<file path="src/rtl/dcim_bitserial_ctrl.sv">
// Bit-serial sequencer for one OAI column group: streams two activation words MSB-first,
// one row per cycle, and shift-accumulates the returned partial products into a dot product.
module dcim_bitserial_ctrl #(
    parameter int unsigned IN_BITS   = 8,
    parameter int unsigned W_BITS    = 12,
    parameter int unsigned ACC_W     = 22,
    parameter int unsigned SIGNED_IN = 1
) (
    input  logic               clk,
    input  logic               rst_n,
    input  logic               soft_clr,
    input  logic               in_valid,
    output logic               in_ready,
    input  logic [IN_BITS-1:0] in_x0,
    input  logic [IN_BITS-1:0] in_x1,
    output logic               mac_c,
    output logic               mac_d,
    input  logic [W_BITS-1:0]  mac_e,
    output logic               busy,
    output logic               out_valid,
    input  logic               out_ready,
    output logic [ACC_W-1:0]   out_sum
);

    localparam int unsigned BW = $clog2(IN_BITS);
    localparam logic [BW-1:0] MSB_IDX = BW'(IN_BITS - 1);

    typedef enum logic [1:0] {StIdle, StRun, StDone} state_e;
    typedef enum logic {PhA, PhB} phase_e;

    state_e             state_q, state_d;
    phase_e             phase_q, phase_d;
    logic [IN_BITS-1:0] x0_q, x0_d, x1_q, x1_d;
    logic [ACC_W-1:0]   acc_q, acc_d;
    logic [BW-1:0]      bit_q, bit_d;
    logic               mac_c_q, mac_c_d, mac_d_q, mac_d_d;
    logic               out_valid_q, out_valid_d;
    logic [ACC_W-1:0]   out_sum_q, out_sum_d;

    logic [ACC_W-1:0]   mac_e_ext;
    logic               sub_term;
    logic [BW-1:0]      bit_dec;

    assign mac_e_ext = {{(ACC_W - W_BITS){1'b0}}, mac_e};
    // The MSB of a two's complement activation carries negative weight.
    assign sub_term  = (SIGNED_IN != 0) && (bit_q == MSB_IDX);
    assign bit_dec   = bit_q - 1'b1;

    always_comb begin
        state_d     = state_q;
        phase_d     = phase_q;
        x0_d        = x0_q;
        x1_d        = x1_q;
        acc_d       = acc_q;
        bit_d       = bit_q;
        mac_c_d     = mac_c_q;
        mac_d_d     = mac_d_q;
        out_valid_d = out_valid_q;
        out_sum_d   = out_sum_q;

        unique case (state_q)
            StIdle: begin
                if (in_valid) begin
                    x0_d    = in_x0;
                    x1_d    = in_x1;
                    acc_d   = '0;
                    bit_d   = MSB_IDX;
                    phase_d = PhA;
                    mac_c_d = ~in_x0[IN_BITS-1];
                    mac_d_d = 1'b1;
                    state_d = StRun;
                end
            end
            StRun: begin
                if (phase_q == PhA) begin
                    acc_d   = sub_term ? ((acc_q << 1) - mac_e_ext) : ((acc_q << 1) + mac_e_ext);
                    phase_d = PhB;
                    mac_c_d = 1'b1;
                    mac_d_d = ~x1_q[bit_q];
                end else begin
                    acc_d   = sub_term ? (acc_q - mac_e_ext) : (acc_q + mac_e_ext);
                    phase_d = PhA;
                    if (bit_q == '0) begin
                        out_sum_d   = acc_d;
                        out_valid_d = 1'b1;
                        mac_c_d     = 1'b1;
                        mac_d_d     = 1'b1;
                        bit_d       = MSB_IDX;
                        state_d     = StDone;
                    end else begin
                        bit_d   = bit_dec;
                        mac_c_d = ~x0_q[bit_dec];
                        mac_d_d = 1'b1;
                    end
                end
            end
            StDone: begin
                if (out_ready) begin
                    out_valid_d = 1'b0;
                    state_d     = StIdle;
                end
            end
            default: begin
                state_d = StIdle;
            end
        endcase

        // Abort wins over any handshake; the pending result is dropped but out_sum is kept.
        if (soft_clr) begin
            state_d     = StIdle;
            phase_d     = PhA;
            acc_d       = '0;
            bit_d       = MSB_IDX;
            mac_c_d     = 1'b1;
            mac_d_d     = 1'b1;
            out_valid_d = 1'b0;
            out_sum_d   = out_sum_q;
        end
    end

    always_ff @(posedge clk or negedge rst_n) begin
        if (!rst_n) begin
            state_q     <= StIdle;
            phase_q     <= PhA;
            x0_q        <= '0;
            x1_q        <= '0;
            acc_q       <= '0;
            bit_q       <= MSB_IDX;
            mac_c_q     <= 1'b1;
            mac_d_q     <= 1'b1;
            out_valid_q <= 1'b0;
            out_sum_q   <= '0;
        end else begin
            state_q     <= state_d;
            phase_q     <= phase_d;
            x0_q        <= x0_d;
            x1_q        <= x1_d;
            acc_q       <= acc_d;
            bit_q       <= bit_d;
            mac_c_q     <= mac_c_d;
            mac_d_q     <= mac_d_d;
            out_valid_q <= out_valid_d;
            out_sum_q   <= out_sum_d;
        end
    end

    assign in_ready  = (state_q == StIdle);
    assign busy      = (state_q == StRun);
    assign mac_c     = mac_c_q;
    assign mac_d     = mac_d_q;
    assign out_valid = out_valid_q;
    assign out_sum   = out_sum_q;

endmodule

</file>
<file path="config.mk">
export PLATFORM = sky130hd
export DESIGN_NAME = dcim_bitserial_ctrl
export DESIGN_NICKNAME = d
export VERILOG_FILES = /design/src/rtl/dcim_bitserial_ctrl.sv
export SDC_FILE = /design/constraint.sdc
export NUM_CORES = 1
export LEC_CHECK = 0
export CORE_MARGIN = 4
export CORE_UTILIZATION = 50
export CTS_BUF_LIST = sky130_fd_sc_hd__clkbuf_4 sky130_fd_sc_hd__clkbuf_8
export DETAILED_ROUTE_END_ITERATION = 7
export GPL_TIMING_DRIVEN = 0
export HOLD_SLACK_MARGIN = 0.02
export PLACE_DENSITY = 0.8
export SLEW_MARGIN = 20
export SYNTH_ARGS = -nofsm -noshare
export SYNTH_HDL_FRONTEND = slang
export SYNTH_SLANG_ARGS = --single-unit
</file>
<file path="constraint.sdc">
create_clock -name clk -period 4.45 [get_ports clk]
set_input_delay 0.89 -clock clk [delete_from_list [all_inputs] [get_ports clk]]
set_output_delay 0.89 -clock clk [all_outputs]
set_load 0.01 [all_outputs]
</file>
Word-level counts from Yosys, hierarchy flattened
Cells that the tools add are included.
{"block": "op_classes", "muxes": 39, "shifts": 0, "add_sub_neg": 5, "multipliers": 0, "order_cmp": 2, "n_reduce_logical": 10, "eq_ne": 7, "n_div": 0, "n_bitwise": 4}
{"op": "22-bit two-way mux", "n": 5}
{"op": "22-bit by 12-bit adder with 22-bit output", "n": 2}
{"op": "22-bit one-hot mux with 2 select lines", "n": 1}
{"op": "22-bit by 12-bit subtractor with 22-bit output", "n": 2}
{"op": "1-bit two-way mux", "n": 16}
{"op": "3-bit two-way mux", "n": 4}
{"op": "4-bit AND reduction", "n": 3}
{"op": "2-bit two-way mux", "n": 5}
{"op": "3-bit by 4-bit less-than comparator with 1-bit output, second input constant", "n": 2}
{"op": "1-bit one-hot mux with 2 select lines", "n": 4}
{"op": "1-bit binary-select mux with 3-bit select", "n": 2}
{"op": "3-bit by 2-bit != test with 1-bit output, second input constant", "n": 2}
{"op": "3-bit != test, second input constant", "n": 2}
{"op": "2-bit one-hot mux with 3 select lines", "n": 1}
{"op": "3-bit one-hot mux with 2 select lines", "n": 1}
{"op": "3-bit nonzero test", "n": 2}
{"op": "1-bit inverter", "n": 4}
{"op": "2-bit AND reduction", "n": 2}
{"op": "3-bit equality test, second input constant", "n": 1}
{"op": "3-bit zero test", "n": 1}
{"op": "3-bit AND reduction", "n": 1}
{"op": "3-bit by 1-bit subtractor with 3-bit output, second input constant", "n": 1}
{"op": "2-bit by 1-bit equality test with 1-bit output, second input constant", "n": 1}
{"op": "2-bit equality test, second input constant", "n": 1}
{"op": "2-bit zero test", "n": 1}
{"block": "word_totals", "rom_bits": 0, "ramBits": 0, "reg_bits": 69, "memories": 0, "input_bits": 33, "wordCells": 77, "latch_bits": 0}

Logic depth before layout (Yosys ltp)
{"block": "logic_depth", "depth_word": 8, "ltp_mapped": 16}

Worst setup path before layout
OpenSTA, ideal clock, no wires.
{"block": "synth_timing", "kind": "input to register", "start": "in mac_e[3]", "end": "reg acc_q[17]", "slack_ns": 0.568, "required_time_ns": 4.324, "setup_ns": 0.126, "path_buffers": 0, "arrival_time_ns": 3.756, "path_stages": 13, "cell_sequence": "or4_1 -> nor2_1 -> a21o_1 -> xnor2_1 -> ha_1 -> and2_1 -> a221o_1 -> a21oi_1 -> nand2_1 -> a221oi_1 -> nor2b_1 -> xnor2_1 -> a221o_1"}
{"block": "synth_via", "elab_chain_len": 5, "word_cells_on_any_way": 9, "cone_classes": "4 x add/sub; 5 x mux"}
{"item": "from (decl)", "line": "18", "text": "input logic [W_BITS-1:0] mac_e,"}
{"item": "22-bit by 12-bit adder with 22-bit output, or another cell as far along", "line": "76", "text": "acc_d = sub_term ? ((acc_q << 1) - mac_e_ext) : ((acc_q << 1) + mac_e_ext);"}
{"item": "22-bit two-way mux (on tied branches)", "line": "76, 81"}
{"item": "22-bit two-way mux (*)", "line": "75", "text": "if (phase_q == PhA) begin"}
{"item": "22-bit one-hot mux with 2 select lines (*)", "line": "61", "text": "unique case (state_q)"}
{"item": "22-bit two-way mux (*)", "line": "109", "text": "if (soft_clr) begin"}
{"item": "to (signal assigned)", "line": "127", "text": "acc_q <= '0;"}
{"item": "to (signal assigned)", "line": "138", "text": "acc_q <= acc_d;"}
{"item": "to (decl)", "line": "34", "text": "logic [ACC_W-1:0] acc_q, acc_d;"}
Every way passes the cells marked *; elsewhere a longest branch is shown, timed or not.
A chain may end at the register's enable or synchronous reset.

Worst setup path after layout
{"block": "layout_timing", "start": "in mac_e[3]", "end": "reg acc_q[18]"}
Same word-level chain as after synthesis.

==> results.md <==
* First-pass GRT wire length at ~26 mm
* First DRT Iteration DRCs at around 330
* Critical path launch point type: input port
* Setup Crit Path Kind: in -> reg
* TritonCTS clock tree: built
* Max rail drop VDD at 0.2329 mV
* CTS Buf Count at 9
* Synth Net Count at around 720
* Final setup fails at 0
* CTS Hold Bufs at 0
* # diodes at 0
* Primary FF master, synth: dfrtp_1
* Met2 GRT Util at 0.4032
* Synth Area per Inst at 8.845 sq um
* Initial Util at 0.5168
* Top Usage Layer GRT: met2
* Ports at 60
* Sequential Area at between 0.0015 and 0.002 sq mm
* Period utilisation layout at 0.9652
* Dpl hpwl at about 12 mm
* Post-DRT Antenna Nets at 0
* WL/cell at around 19 um
* Final Hold Fails at 0
* Drt drc at 0
* Met3 Use GR at 0.05285
* Largest net degree at the start of global routing at 39
* Die Height at 114.3 um
* H-tree Lvls at 3
* Skew-Pair Late Insertion Delay at approximately 0.36 ns
* WP data required at 4.72 ns
* Critical Path AT at roughly 4.6 ns
* Hold Slack at 0.4633 ns
* Share of layout cells above drive strength 1 at 0.1089
* Clock buffer depth at 2
* Core Area at 0.01094 sq mm
* Yosys warnings at 0
* Clk_skew at between 0.01 and 0.015 ns
* Vias in the first global route at between 5000 and 6000
* GRT overflow at 0
* CTS root buf: clkbuf_8
* Vias at about 5300
* Post-synth ARST share at 1.000
* Worst Tran Pin Value at around 0.87 ns
* Synth unique cells at just over 70
* Setup_tns at 0 ns
* Area delta synth->final at 18.38%
* Max-Slew Margin vs Limit at 0.4187
* WL final at about 16 mm
* Routing usage on met1 at 0.3283
* Final nets at around 800
* Via density at 6.147
* Max_cap viols at 0
* Sequential area share after synthesis at 0.3066
* GP Congestion at 0.9830
* Filler cell count at 936
* Clock period minus final worst setup slack at 4.295 ns
* Crit path max fanout at 5
* Drt pass-1 iters at 6
* CTS clock-pin slew for the worst setup and hold paths at 0.07 ns
* RSZ-0062 raised after global routing: true
* Worst hold path class: in -> async
* Core Util, Final at 0.6118
* Status: complete, no violations
* F_max at approximately 230 MHz
* IO Port Bufs at 59
* Cell Area, Synth at about 0.0057 sq mm
* Initial antenna violation count at 0
* Die width at ~110 um
* Gate count of the mapped netlist at between 600 and 700
* #FFs+latches synth at between 60 and 70
* Power per Cell Area at approximately 310 mW/mm^2
* EDFF count, synth at 0
* Gr usage total at 0.2505
* Leak Pwr at 0.003014 uW
* Rows at 38
* Area of the die at 0.01307 sq mm
* Final Max Tran Viols at 0
* Critical Path End Type: flop
* Area of the multi-input gates at between 0.003 and 0.004 sq mm
* # clock sinks at 69
[cells in the final DEF (no fill, tap or decap), types with 10 or more instances in the layout]
master	netlist	routed
nand3_1	10	10
nor2_1	40	40
a21oi_1	46	45
a21o_1	11	11
xnor2_1	37	37
clkbuf_8	0	11
clkdlybuf4s50_1	0	55
ha_1	47	47
nand2_1	65	65
dfrtp_1	64	64
o21a_1	10	10
nand2b_1	11	11
nor3_1	15	15
inv_1	28	28
mux2_2	24	24
o21ai_1	26	28
o21ai_0	30	28
clkbuf_1	19	18
[power by group]
part,internal (uW),switching [uW]
Sequential,674,46.6
Combinational,371,480
Clock,289,245
Total,1330,771
[final timing paths]
path	startpoint	endpoint	slack, ns	depth (start not counted)
min in group clk	out_sum[19]	out_sum[19]	0.49	2
setup reg to reg	bit_q[1]	acc_q[18]	0.26	15
max in group asynchronous	rst_n	bit_q[1]	3.38	2
setup / recovery	mac_e[3]	acc_q[18]	0.15	16
hold reg to reg	out_sum[19]	out_sum[19]	0.49	2
hold / removal	rst_n	acc_q[19]	0.46	1
[worst max-delay path, cell delays in order]
cell and delay [ns]:
clkdlybuf4s50_1 0.45, or4_1 0.60, nor2_1 0.11, a21o_1 0.16
buf_4 0.14, nand2_1 0.06, xnor2_1 0.18, ha_1 0.31
and2_1 0.24, o2111ai_1 0.13, o21bai_1 0.21, a21oi_1 0.15
o211a_1 0.26, o21a_1 0.18, or3_1 0.36, o211ai_1 0.12
[routing by layer]
layer / vias to the layer above / share of wire
met2: 227 / 0.47
li1: 2459 / -
met4: 0 / 0.027
met1: 2536 / 0.42
met3: 40 / 0.076
met5: - / 0
[cell type report]
class	instances	area share
clock buffers	11	0.02263
clock inverters	5	0.008790
inverters	30	0.01683
plain buffers	27	0.01758
multi-input cells	512	0.5547
well taps	140	0.02618
repair buffers	62	0.09426
flip-flops and latches	69	0.2590
[cells by family after synthesis]
family	after synthesis	synth area share
buf+inv	58	0.04118
fa+ha+maj	50	0.1147
mux	32	0.07107
compound gates	199	0.2347
simple gates	184	0.1565
xor+xnor	47	0.07527
flops	69	0.3066
[timing repair]
| action | 4_1_cts | 5_1_grt |
|---|---|---|
| buffers inserted | 2 | 0 |
| setup endpoints to repair | 5 | 12 |
| cloned | 0 | 0 |
| gates resized for setup | 1 | 9 |
[per-stage QoR]
stage	instances	setup slack (ns)	area, sq um	power (uW)
floorplan	639	0.5679	5652	1314
global placement	838	-0.3779	6417	1508
detailed placement	839	-0.3722	6435	1537
CTS	857	0.02679	6661	2081
global route	856	-0.009784	6690	2224
finish	856	0.1547	6690	2105
[sequential cells by signal, indices dropped and copies added, names as in the netlist]
name / flops
acc_q: 22
bit_q: 3
mac_c: 1
mac_d: 1
out_sum: 22
out_valid: 1
phase_q: 1
state_q: 2
x0_q: 8
x1_q: 8
[cell usage after synthesis, types with 3 or more instances]
library cell,count,area share
a21o_1,11,0.015
nor2_1,40,0.027
ha_1,47,0.10
a21boi_0,3,0.0040
buf_2,6,0.0053
o22ai_1,3,0.0033
xor2_1,9,0.014
o21a_1,10,0.013
o21ai_1,26,0.023
mux2_2,24,0.048
and2_1,7,0.0077
a31oi_1,6,0.0066
dfrtp_1,64,0.28
mux4_2,4,0.016
nand3_1,10,0.0089
and3_1,8,0.0089
mux2i_1,3,0.0053
nand2b_1,11,0.012
nand2_1,65,0.043
o41ai_1,3,0.0046
dfstp_2,5,0.023
o21ai_0,30,0.027
nor3_1,15,0.013
fa_1,3,0.011
a22oi_1,8,0.011
xnor2_1,37,0.057
a221oi_1,3,0.0046
o221ai_1,6,0.0093
a211oi_1,4,0.0053
o21bai_1,4,0.0053
o211ai_1,4,0.0053
or3_1,3,0.0033
a21oi_1,46,0.041
o31ai_1,6,0.0080
o2111ai_1,3,0.0046
clkbuf_1,19,0.013
inv_1,28,0.019
nor2b_1,8,0.0089
Power figures use the tool's default switching activity.
